**src/rtl/sw_fifo_rd.sv**
```systemverilog
// Fabric-to-software capture FIFO with a Wishbone slave read-out port.
// Fabric pushes 32-bit words; software pops one word per DATA read and manages enable/flush/stickies.
module sw_fifo_rd #(
    parameter logic [31:0] C_BASEADDR        = 32'h0000_0000,
    parameter logic [31:0] C_HIGHADDR        = 32'h0000_000F,
    parameter int          C_WB_DATA_WIDTH   = 32,
    parameter int          C_FIFO_DEPTH_LOG2 = 4
) (
    input  logic                       wb_clk_i,
    input  logic                       wb_rst_n_i,
    input  logic                       wb_cyc_i,
    input  logic                       wb_stb_i,
    input  logic                       wb_we_i,
    input  logic [3:0]                 wb_sel_i,
    input  logic [31:0]                wb_adr_i,
    input  logic [C_WB_DATA_WIDTH-1:0] wb_dat_i,
    output logic [C_WB_DATA_WIDTH-1:0] wb_dat_o,
    output logic                       wb_ack_o,
    output logic                       wb_err_o,
    input  logic [C_WB_DATA_WIDTH-1:0] fabric_data_in,
    input  logic                       fabric_valid_in,
    output logic                       fabric_ready_out,
    output logic                       fabric_overflow_out
);

    localparam int DW    = C_WB_DATA_WIDTH;
    localparam int AW    = C_FIFO_DEPTH_LOG2;
    localparam int CW    = AW + 1;
    localparam int DEPTH = 1 << AW;
    localparam logic [CW-1:0] FULL_CNT = CW'(DEPTH);
    localparam logic [31:0]   SPAN     = C_HIGHADDR - C_BASEADDR;

    logic [DW-1:0] mem_q [DEPTH];

    logic          ack_q,      ack_d;
    logic [DW-1:0] dat_q,      dat_d;
    logic [AW-1:0] rd_ptr_q,   rd_ptr_d;
    logic [AW-1:0] wr_ptr_q,   wr_ptr_d;
    logic [CW-1:0] count_q,    count_d;
    logic          enable_q,   enable_d;
    logic          ovf_q,      ovf_d;
    logic          und_q,      und_d;
    logic [31:0]   drop_cnt_q, drop_cnt_d;

    logic req, hit, rd_data, wr_ctrl, flush, clr;
    logic empty, full, ready, push, pop, drop;
    logic [DW-1:0] status_w;

    // Bits never decoded; kept referenced so lint stays quiet.
    logic unused_ok;
    assign unused_ok = ^{wb_sel_i[3:1], wb_dat_i[DW-1:3]};

    // Subtracting the base makes one unsigned compare cover both range bounds.
    assign req     = wb_stb_i & wb_cyc_i & ~ack_q;
    assign hit     = req & ((wb_adr_i - C_BASEADDR) <= SPAN);
    assign rd_data = hit & ~wb_we_i & (wb_adr_i[3:2] == 2'd0);
    assign wr_ctrl = hit & wb_we_i & (wb_adr_i[3:2] == 2'd2) & wb_sel_i[0];
    assign flush   = wr_ctrl & wb_dat_i[1];
    assign clr     = wr_ctrl & wb_dat_i[2];

    assign empty = (count_q == '0);
    assign full  = (count_q == FULL_CNT);
    assign ready = enable_q & ~full;
    assign pop   = rd_data & ~empty;
    assign push  = fabric_valid_in & ready & ~flush;
    assign drop  = fabric_valid_in & enable_q & full;

    assign status_w = DW'({12'd0, und_q, ovf_q, full, empty, {(16 - CW){1'b0}}, count_q});

    always_comb begin
        ack_d = req;
        dat_d = '0;
        if (hit && !wb_we_i) begin
            case (wb_adr_i[3:2])
                2'd0:    dat_d = empty ? '0 : mem_q[rd_ptr_q];
                2'd1:    dat_d = status_w;
                2'd2:    dat_d = {{(DW - 1){1'b0}}, enable_q};
                default: dat_d = DW'(drop_cnt_q);
            endcase
        end

        rd_ptr_d = rd_ptr_q;
        wr_ptr_d = wr_ptr_q;
        count_d  = count_q;
        if (flush) begin
            rd_ptr_d = '0;
            wr_ptr_d = '0;
            count_d  = '0;
        end else begin
            if (pop)  rd_ptr_d = rd_ptr_q + AW'(1);
            if (push) wr_ptr_d = wr_ptr_q + AW'(1);
            case ({push, pop})
                2'b10:   count_d = count_q + CW'(1);
                2'b01:   count_d = count_q - CW'(1);
                default: count_d = count_q;
            endcase
        end

        enable_d = wr_ctrl ? wb_dat_i[0] : enable_q;

        // Clear is applied first so a coincident drop still lands.
        ovf_d      = (clr ? 1'b0 : ovf_q) | drop;
        und_d      = (clr ? 1'b0 : und_q) | (rd_data & empty);
        drop_cnt_d = clr ? 32'd0 : drop_cnt_q;
        if (drop && drop_cnt_d != 32'hFFFF_FFFF) drop_cnt_d = drop_cnt_d + 32'd1;
    end

    always_ff @(posedge wb_clk_i or negedge wb_rst_n_i) begin
        if (!wb_rst_n_i) begin
            ack_q      <= 1'b0;
            dat_q      <= '0;
            rd_ptr_q   <= '0;
            wr_ptr_q   <= '0;
            count_q    <= '0;
            enable_q   <= 1'b0;
            ovf_q      <= 1'b0;
            und_q      <= 1'b0;
            drop_cnt_q <= '0;
        end else begin
            ack_q      <= ack_d;
            dat_q      <= dat_d;
            rd_ptr_q   <= rd_ptr_d;
            wr_ptr_q   <= wr_ptr_d;
            count_q    <= count_d;
            enable_q   <= enable_d;
            ovf_q      <= ovf_d;
            und_q      <= und_d;
            drop_cnt_q <= drop_cnt_d;
        end
    end

    always_ff @(posedge wb_clk_i) begin
        if (push) mem_q[wr_ptr_q] <= fabric_data_in;
    end

    assign wb_ack_o            = ack_q;
    assign wb_dat_o            = dat_q;
    assign wb_err_o            = 1'b0;
    assign fabric_ready_out    = ready;
    assign fabric_overflow_out = ovf_q;

endmodule

```
**config.mk**
```make
export PLATFORM = sky130hd
export DESIGN_NAME = sw_fifo_rd
export DESIGN_NICKNAME = d
export VERILOG_FILES = /design/src/rtl/sw_fifo_rd.sv
export SDC_FILE = /design/constraint.sdc
export NUM_CORES = 1
export LEC_CHECK = 0
export BUFFER_PORTS_ARGS = -buffer_cell sky130_fd_sc_hd__clkbuf_2
export CORE_ASPECT_RATIO = 0.75
export CORE_MARGIN = 2
export CORE_UTILIZATION = 60
export DETAILED_ROUTE_END_ITERATION = 8
export GPL_ROUTABILITY_DRIVEN = 0
export HOLD_SLACK_MARGIN = 0.15
export PLACE_DENSITY = 0.79
export SYNTH_ARGS = -nofsm -noshare
export SYNTH_HDL_FRONTEND = slang
export SYNTH_SLANG_ARGS = --single-unit
```
**constraint.sdc**
```tcl
create_clock -name wb_clk_i -period 3.5 [get_ports wb_clk_i]
set_clock_uncertainty 0.05 [all_clocks]
set_input_delay 0.35 -clock wb_clk_i [delete_from_list [all_inputs] [get_ports wb_clk_i]]
set_output_delay 0.35 -clock wb_clk_i [all_outputs]
set_load 0.01 [all_outputs]
```
Word-level counts from Yosys, hierarchy flattened
Memories as Yosys holds them, arrays and structs flattened.
Cells that the tools add are included.
W data, S select, Z words.
{ "totals": {"out_inout_bits": 36, "n_memories": 1, "ram_bits": 512, "word_cells": 69, "regBits": 81} }
{ "memory_table": {"columns": ["name", "words", "width", "rd", "rd_ports_with_merged_regs", "wr", "line", "rtl"], "rows": [
  ["mem_q", 16, 32, 1, 0, 1, "33", "logic [DW-1:0] mem_q [DEPTH];"]
]} }
{ "classes": {"eq_ne": 6, "magnitude_cmp": 1, "n_bitwise": 24, "n_addsub": 5, "reduce_logical": 8, "muxes": 15} }
{ "op_table": {"columns": ["op", "count"], "rows": [
  ["$mux W32", 4],
  ["$pmux W32 S3", 1],
  ["$add A32 B1 Y32 const B", 1],
  ["$le A32 B4 Y1 const B", 1],
  ["$ne A32 B32 Y1 const B", 1],
  ["$and A1 B1 Y1", 17],
  ["$mux W4", 4],
  ["$pmux W5 S2", 1],
  ["$add A4 B1 Y4 const B", 2],
  ["$add A5 B1 Y5 const B", 1],
  ["$eq A5 B5 Y1 const B", 1],
  ["$logic_not A5 Y1", 1],
  ["$mux W5", 1],
  ["$not A1 Y1", 5],
  ["$sub A5 B1 Y5 const B", 1],
  ["$eq A2 B1 Y1 const B", 2],
  ["$eq A2 B2 Y1 const B", 2],
  ["$mux W1", 4],
  ["$reduce_bool A2 Y1", 2],
  ["$reduce_bool A3 Y1", 1],
  ["$logic_and A1 B1 Y1", 2],
  ["$logic_not A2 Y1", 1],
  ["$or A1 B1 Y1", 2],
  ["$logic_not A1 Y1", 1]
]} }

Longest topological paths before layout
{ "logic_depth": {"ltp_word": 12, "depth_mapped": 14, "depth_no_buf": 11} }

Worst setup path after synthesis
OpenSTA, ideal clock, no wires.
{ "synth_timing": {"path_type": "input port to flip-flop", "start": "input wb_adr_i[3]", "end": "memory mem_q[12][0] in the netlist's numbering (enable)", "arrival_ps": 2766, "setup_time_ps": 421, "stages": 7, "t_required_ps": 3029, "setup_slack_ps": 263, "path_buffers": 2, "cell_sequence": "clkbuf_1 and4b_1 nand2_1 or3_1 clkbuf_1 nand4_1 nor2_1"} }
{ "synth_between": {"elab_chain_cells": 10, "word_cells_on_any_way": 11, "classes_between": "order compare: 1; eq/ne: 1; mux: 2; bitwise: 7"} }
{ "synth_rtl": {"columns": ["item", "line", "rtl"], "rows": [
  ["from (decl)", "15", "input logic [31:0] wb_adr_i,"],
  ["$le A32 B4 Y1", "55", "assign hit = req & ((wb_adr_i - C_BASEADDR) <= SPAN);"],
  ["$and A1 B1 Y1", "55", null],
  ["$and A1 B1 Y1", "57", "assign wr_ctrl = hit & wb_we_i & (wb_adr_i[3:2] == 2'd2) & wb_sel_i[0];"],
  ["$and A1 B1 Y1 * (2 in series)", "57", null],
  ["$and A1 B1 Y1 *", "58", "assign flush = wr_ctrl & wb_dat_i[1];"],
  ["$not A1 Y1 *", "65", "assign push = fabric_valid_in & ready & ~flush;"],
  ["$and A1 B1 Y1 *", "65", null],
  ["$mux W1 *", "133", "if (push) mem_q[wr_ptr_q] <= fabric_data_in;"],
  ["$mux W1 (implied by the code) *", "133", null],
  ["to (decl)", "33", null]
]} }
Mark *: on every way between the ends. The rest lies on a longest branch, timed or not.

Final worst setup path
{ "layout_timing": {"start": "input wb_adr_i[2]", "end": "register drop_cnt_q[27]"} }
{ "layout_between": {"elab_chain_cells": 10, "word_cells_on_any_way": 12, "classes_between": "add/sub: 1; order compare: 1; eq/ne: 2; mux: 2; bitwise: 5; reduce/logical: 1"} }
{ "layout_rtl": {"columns": ["item", "line", "rtl"], "rows": [
  ["$le A32 B4 Y1", "55", null],
  ["$and A1 B1 Y1", "55", null],
  ["$and A1 B1 Y1", "57", null],
  ["$and A1 B1 Y1 * (2 in series)", "57", null],
  ["$and A1 B1 Y1 *", "59", "assign clr = wr_ctrl & wb_dat_i[2];"],
  ["$mux W32 *", "104", "drop_cnt_d = clr ? 32'd0 : drop_cnt_q;"],
  ["parallel branches: the longest is 2 deep, another holds $add A32 B1 Y32", null, null],
  ["$mux W32 *", "105", "if (drop && drop_cnt_d != 32'hFFFF_FFFF) drop_cnt_d = drop_cnt_d + 32'd1;"],
  ["net drop_cnt_d[27]", "43", "logic [31:0] drop_cnt_q, drop_cnt_d;"],
  ["to (signal assigned)", "128", "drop_cnt_q <= drop_cnt_d;"],
  ["to (decl)", "43", null]
]} }
Mark *: on every way through the listed nets, which the timed path passes.
A chain may end at the register's enable or synchronous reset.

==> metrics <==
postcts setup bufs=0; standby leakage power=between 9 and 10 nW; fraction of final layout cells sized beyond drive strength 1=just under 30%; fraction of the cycle the final worst path needs=93.8%; sequential-to-total area share from yosys stat=about three quarters; die area=0.0410 sq mm; top fanout value on the critical path=23; largest net degree at the start of global routing=82; core area=0.0386 sq mm; count of buffers from port buffering=about 110; Period minus WS final=3.28 ns; number of different library cells in the post-synthesis netlist=51; width of the die=233 microns; routed length per instance=28.3 microns; root buffer selected by CTS=sky130_fd_sc_hd__clkbuf_16; initial core utilization=61.3%; average via count per standard cell=6.56; H-tree level count=2; syn nets=roughly 1300; hold-fix buffer count after cts=37; Synth area leaders=sky130_fd_sc_hd__edfxtp_1, sky130_fd_sc_hd__mux4_2, sky130_fd_sc_hd__dfrtp_1; GRT Overall Usage=27.5%; via count of the first global-routing pass=between 10000 and 15000; part of the total power dissipated in combinational logic=1.3%; count of unresolved DRC violations after routing=0; number of instances on the worst hold path=1; number of buffers on the longest clock path=3; proportion of total power due to net switching=19.7%; hold violation total from the final report=0; total setup violations reported at the end of the flow=0; first-pass iteration count of the detailed router=6; floorplan row count=62; path class of the lowest-slack min-delay path=primary input to flop; GR Overflow Total=0; Relative slew margins=31.9%; prevailing post-synth register cell=sky130_fd_sc_hd__edfxtp_1; Layout area overhead=15.2%; Switch Pwr=2.69 mW; most instantiated cells after synthesis=sky130_fd_sc_hd__edfxtp_1, sky130_fd_sc_hd__mux4_2, sky130_fd_sc_hd__dfrtp_1; Final #Nets=approximately 1500; Data arrival, critical path=3.74 ns; maximum frequency from static timing analysis=305 MHz; Gates resized, CTS repair=0; sequential power share=56.1%; latest clock arrival within the worst-skew pair=a little under 0.6 ns; post-synthesis instance area=0.0236 sq mm; count of routing violations after the opening detailed-route iteration=1615; most frequent cell after synthesis=sky130_fd_sc_hd__edfxtp_1; post-detailed-route count of antenna-violating nets=0; synthesis-stage register bit count=593; number of CTS-inserted buffers=54; area share of the leading cell type in the synthesized netlist=65.1%; Mean Syn Cell Area=19.8 sq um; Finished Layout Cells=slightly below 2000; Clock Power Share=a little over two fifths; number of synthesized flops with an enable pin=512; post-detailed-routing wire length=54600 microns; clock tree from TritonCTS=done; fraction of registers with async set/reset=between 10% and 20%; CP Data Required Time=a little under 4 ns; number of max-slew violations in the final report=0; unrepaired setup endpoints after global routing=no; vias=~13000; global-route wire length before repair=80900 microns; I/O pin count=142; cell type contributing the most total cell area after synthesis=sky130_fd_sc_hd__edfxtp_1; total internal power=11.0 mW; final-layout setup total negative slack=0 ns; Setup crit end kind=flop; maximum ir drop on the vdd rail=roughly 440 uV; critical setup path kind=primary input to flop; cell count after synthesis=approximately 1200; # placed instances=approximately 1800; power density over the cells=503 mW/mm^2; clock input transition at the sequential cells of the worst setup and hold paths=0.07 ns; total number of clock tree sinks=593; Die Y-Extent=between 150 and 200 microns; status=finished, final reports clean; number of cells on the worst reg-to-reg path=11; crit start category=primary input; antenna violations before repair=3; maxcap violations=0; half-perimeter wire length after detailed placement=29600 microns; transition at the pin with the smallest max-transition slack=1.02 ns; count of yosys warnings during synthesis=0
power by group through the flow:
stage                     sequential, mW  clock (mW)  combinational (mW)
after floorplan                     7.83           0              0.0115
after global placement              7.83           0               0.133
after detailed placement            7.83           0               0.145
after CTS                           7.68        5.90               0.178
after global routing                7.67        6.16               0.198
final                               7.68        5.84               0.178
layout make-up:
type                       instances  area [sq um]
antenna                            2          5.00
clock buffer                      65          1410
clock inverter                    36           328
fill                            2250         11300
inverter                          47           176
multi-input combinational        493          5820
sequential                       593         17400
tap                              512           641
timing repair buffer             183          1430
worst max-delay path, stage by stage:
cell and delay [ns]:
sky130_fd_sc_hd__dlygate4sd3_1 0.53, sky130_fd_sc_hd__clkbuf_2 0.16, sky130_fd_sc_hd__and4b_1 0.30, sky130_fd_sc_hd__and2_1 0.18, sky130_fd_sc_hd__nand3_1 0.17, sky130_fd_sc_hd__nand2_1 0.13, sky130_fd_sc_hd__inv_1 0.05, sky130_fd_sc_hd__ha_1 0.22
sky130_fd_sc_hd__and4_1 0.24, sky130_fd_sc_hd__and2_1 0.19, sky130_fd_sc_hd__and4_1 0.46, sky130_fd_sc_hd__or4_1 0.59, sky130_fd_sc_hd__a21oi_1 0.17
through the flow:
stage,instance area (sq um),hold WS (ns),setup slack (ns),util (%),power (mW)
finish,27200,0.169,0.219,70.6,13.7
global route,27200,0.176,0.0189,70.6,14.0
CTS,27200,0.152,0.302,70.6,13.7
detailed placement,25100,0.436,0.0426,65.1,7.97
global placement,25100,0.434,0.158,65.1,7.96
floorplan,23600,0.00441,0.263,-,7.84
flip-flops by register name, indices dropped and copies added, names as in the netlist:
name	cells
rd_ptr_q	4
count_q	5
wr_ptr_q	4
mem_q	512
wb_ack_o	1
und_q	1
enable_q	1
drop_cnt_q	32
wb_dat_o	32
fabric_overflow_out	1
final timing paths:
| kind | startpoint | to | slack (ns) |
|---|---|---|---|
| setup / recovery | wb_adr_i[2] | drop_cnt_q[27] | 0.22 |
| hold / removal | fabric_data_in[15] | mem_q[5][15] | 0.17 |
| setup reg to reg | wb_ack_o | drop_cnt_q[27] | 0.25 |
| hold reg to reg | und_q | und_q | 0.46 |
| max in group asynchronous | wb_rst_n_i | rd_ptr_q[0] | 2.19 |
| min in group asynchronous | wb_rst_n_i | wb_dat_o[11] | 0.44 |
logic make-up (layout without fill, tap and decap cells):
group,count (synthesis),count (layout),synth area share [%]
buffers and inverters,110,331,1.90
DFF,593,593,73.6
AOI/OAI and AO/OA,97,97,2.86
other,1,3,0.0159
muxes,180,180,16.0
xor gates and xnor gates,8,8,0.297
adders and majority gates,7,7,0.371
and+or+nand+nor,200,200,4.90
per-layer routing:
metal	vias up	global-route usage, %	routed length (microns)
met3	119	5.44	5300
li1	5289	-	-
met2	736	43.1	26300
met5	-	0	13
met1	6516	40.0	21400
met4	2	8.49	1590
cells in the final DEF, fill, tap and decap left out, types with 20 or more instances in the layout:
master,n
sky130_fd_sc_hd__edfxtp_1,512
sky130_fd_sc_hd__mux4_2,158
sky130_fd_sc_hd__clkbuf_2,105
sky130_fd_sc_hd__dfrtp_1,77
sky130_fd_sc_hd__clkbuf_16,55
sky130_fd_sc_hd__inv_1,47
sky130_fd_sc_hd__nand2_1,40
sky130_fd_sc_hd__dlygate4sd3_1,37
sky130_fd_sc_hd__a21oi_1,27
sky130_fd_sc_hd__buf_4,23
sky130_fd_sc_hd__nor2_1,20
sky130_fd_sc_hd__o2bb2ai_1,20
Power figures use the tool's default switching activity.
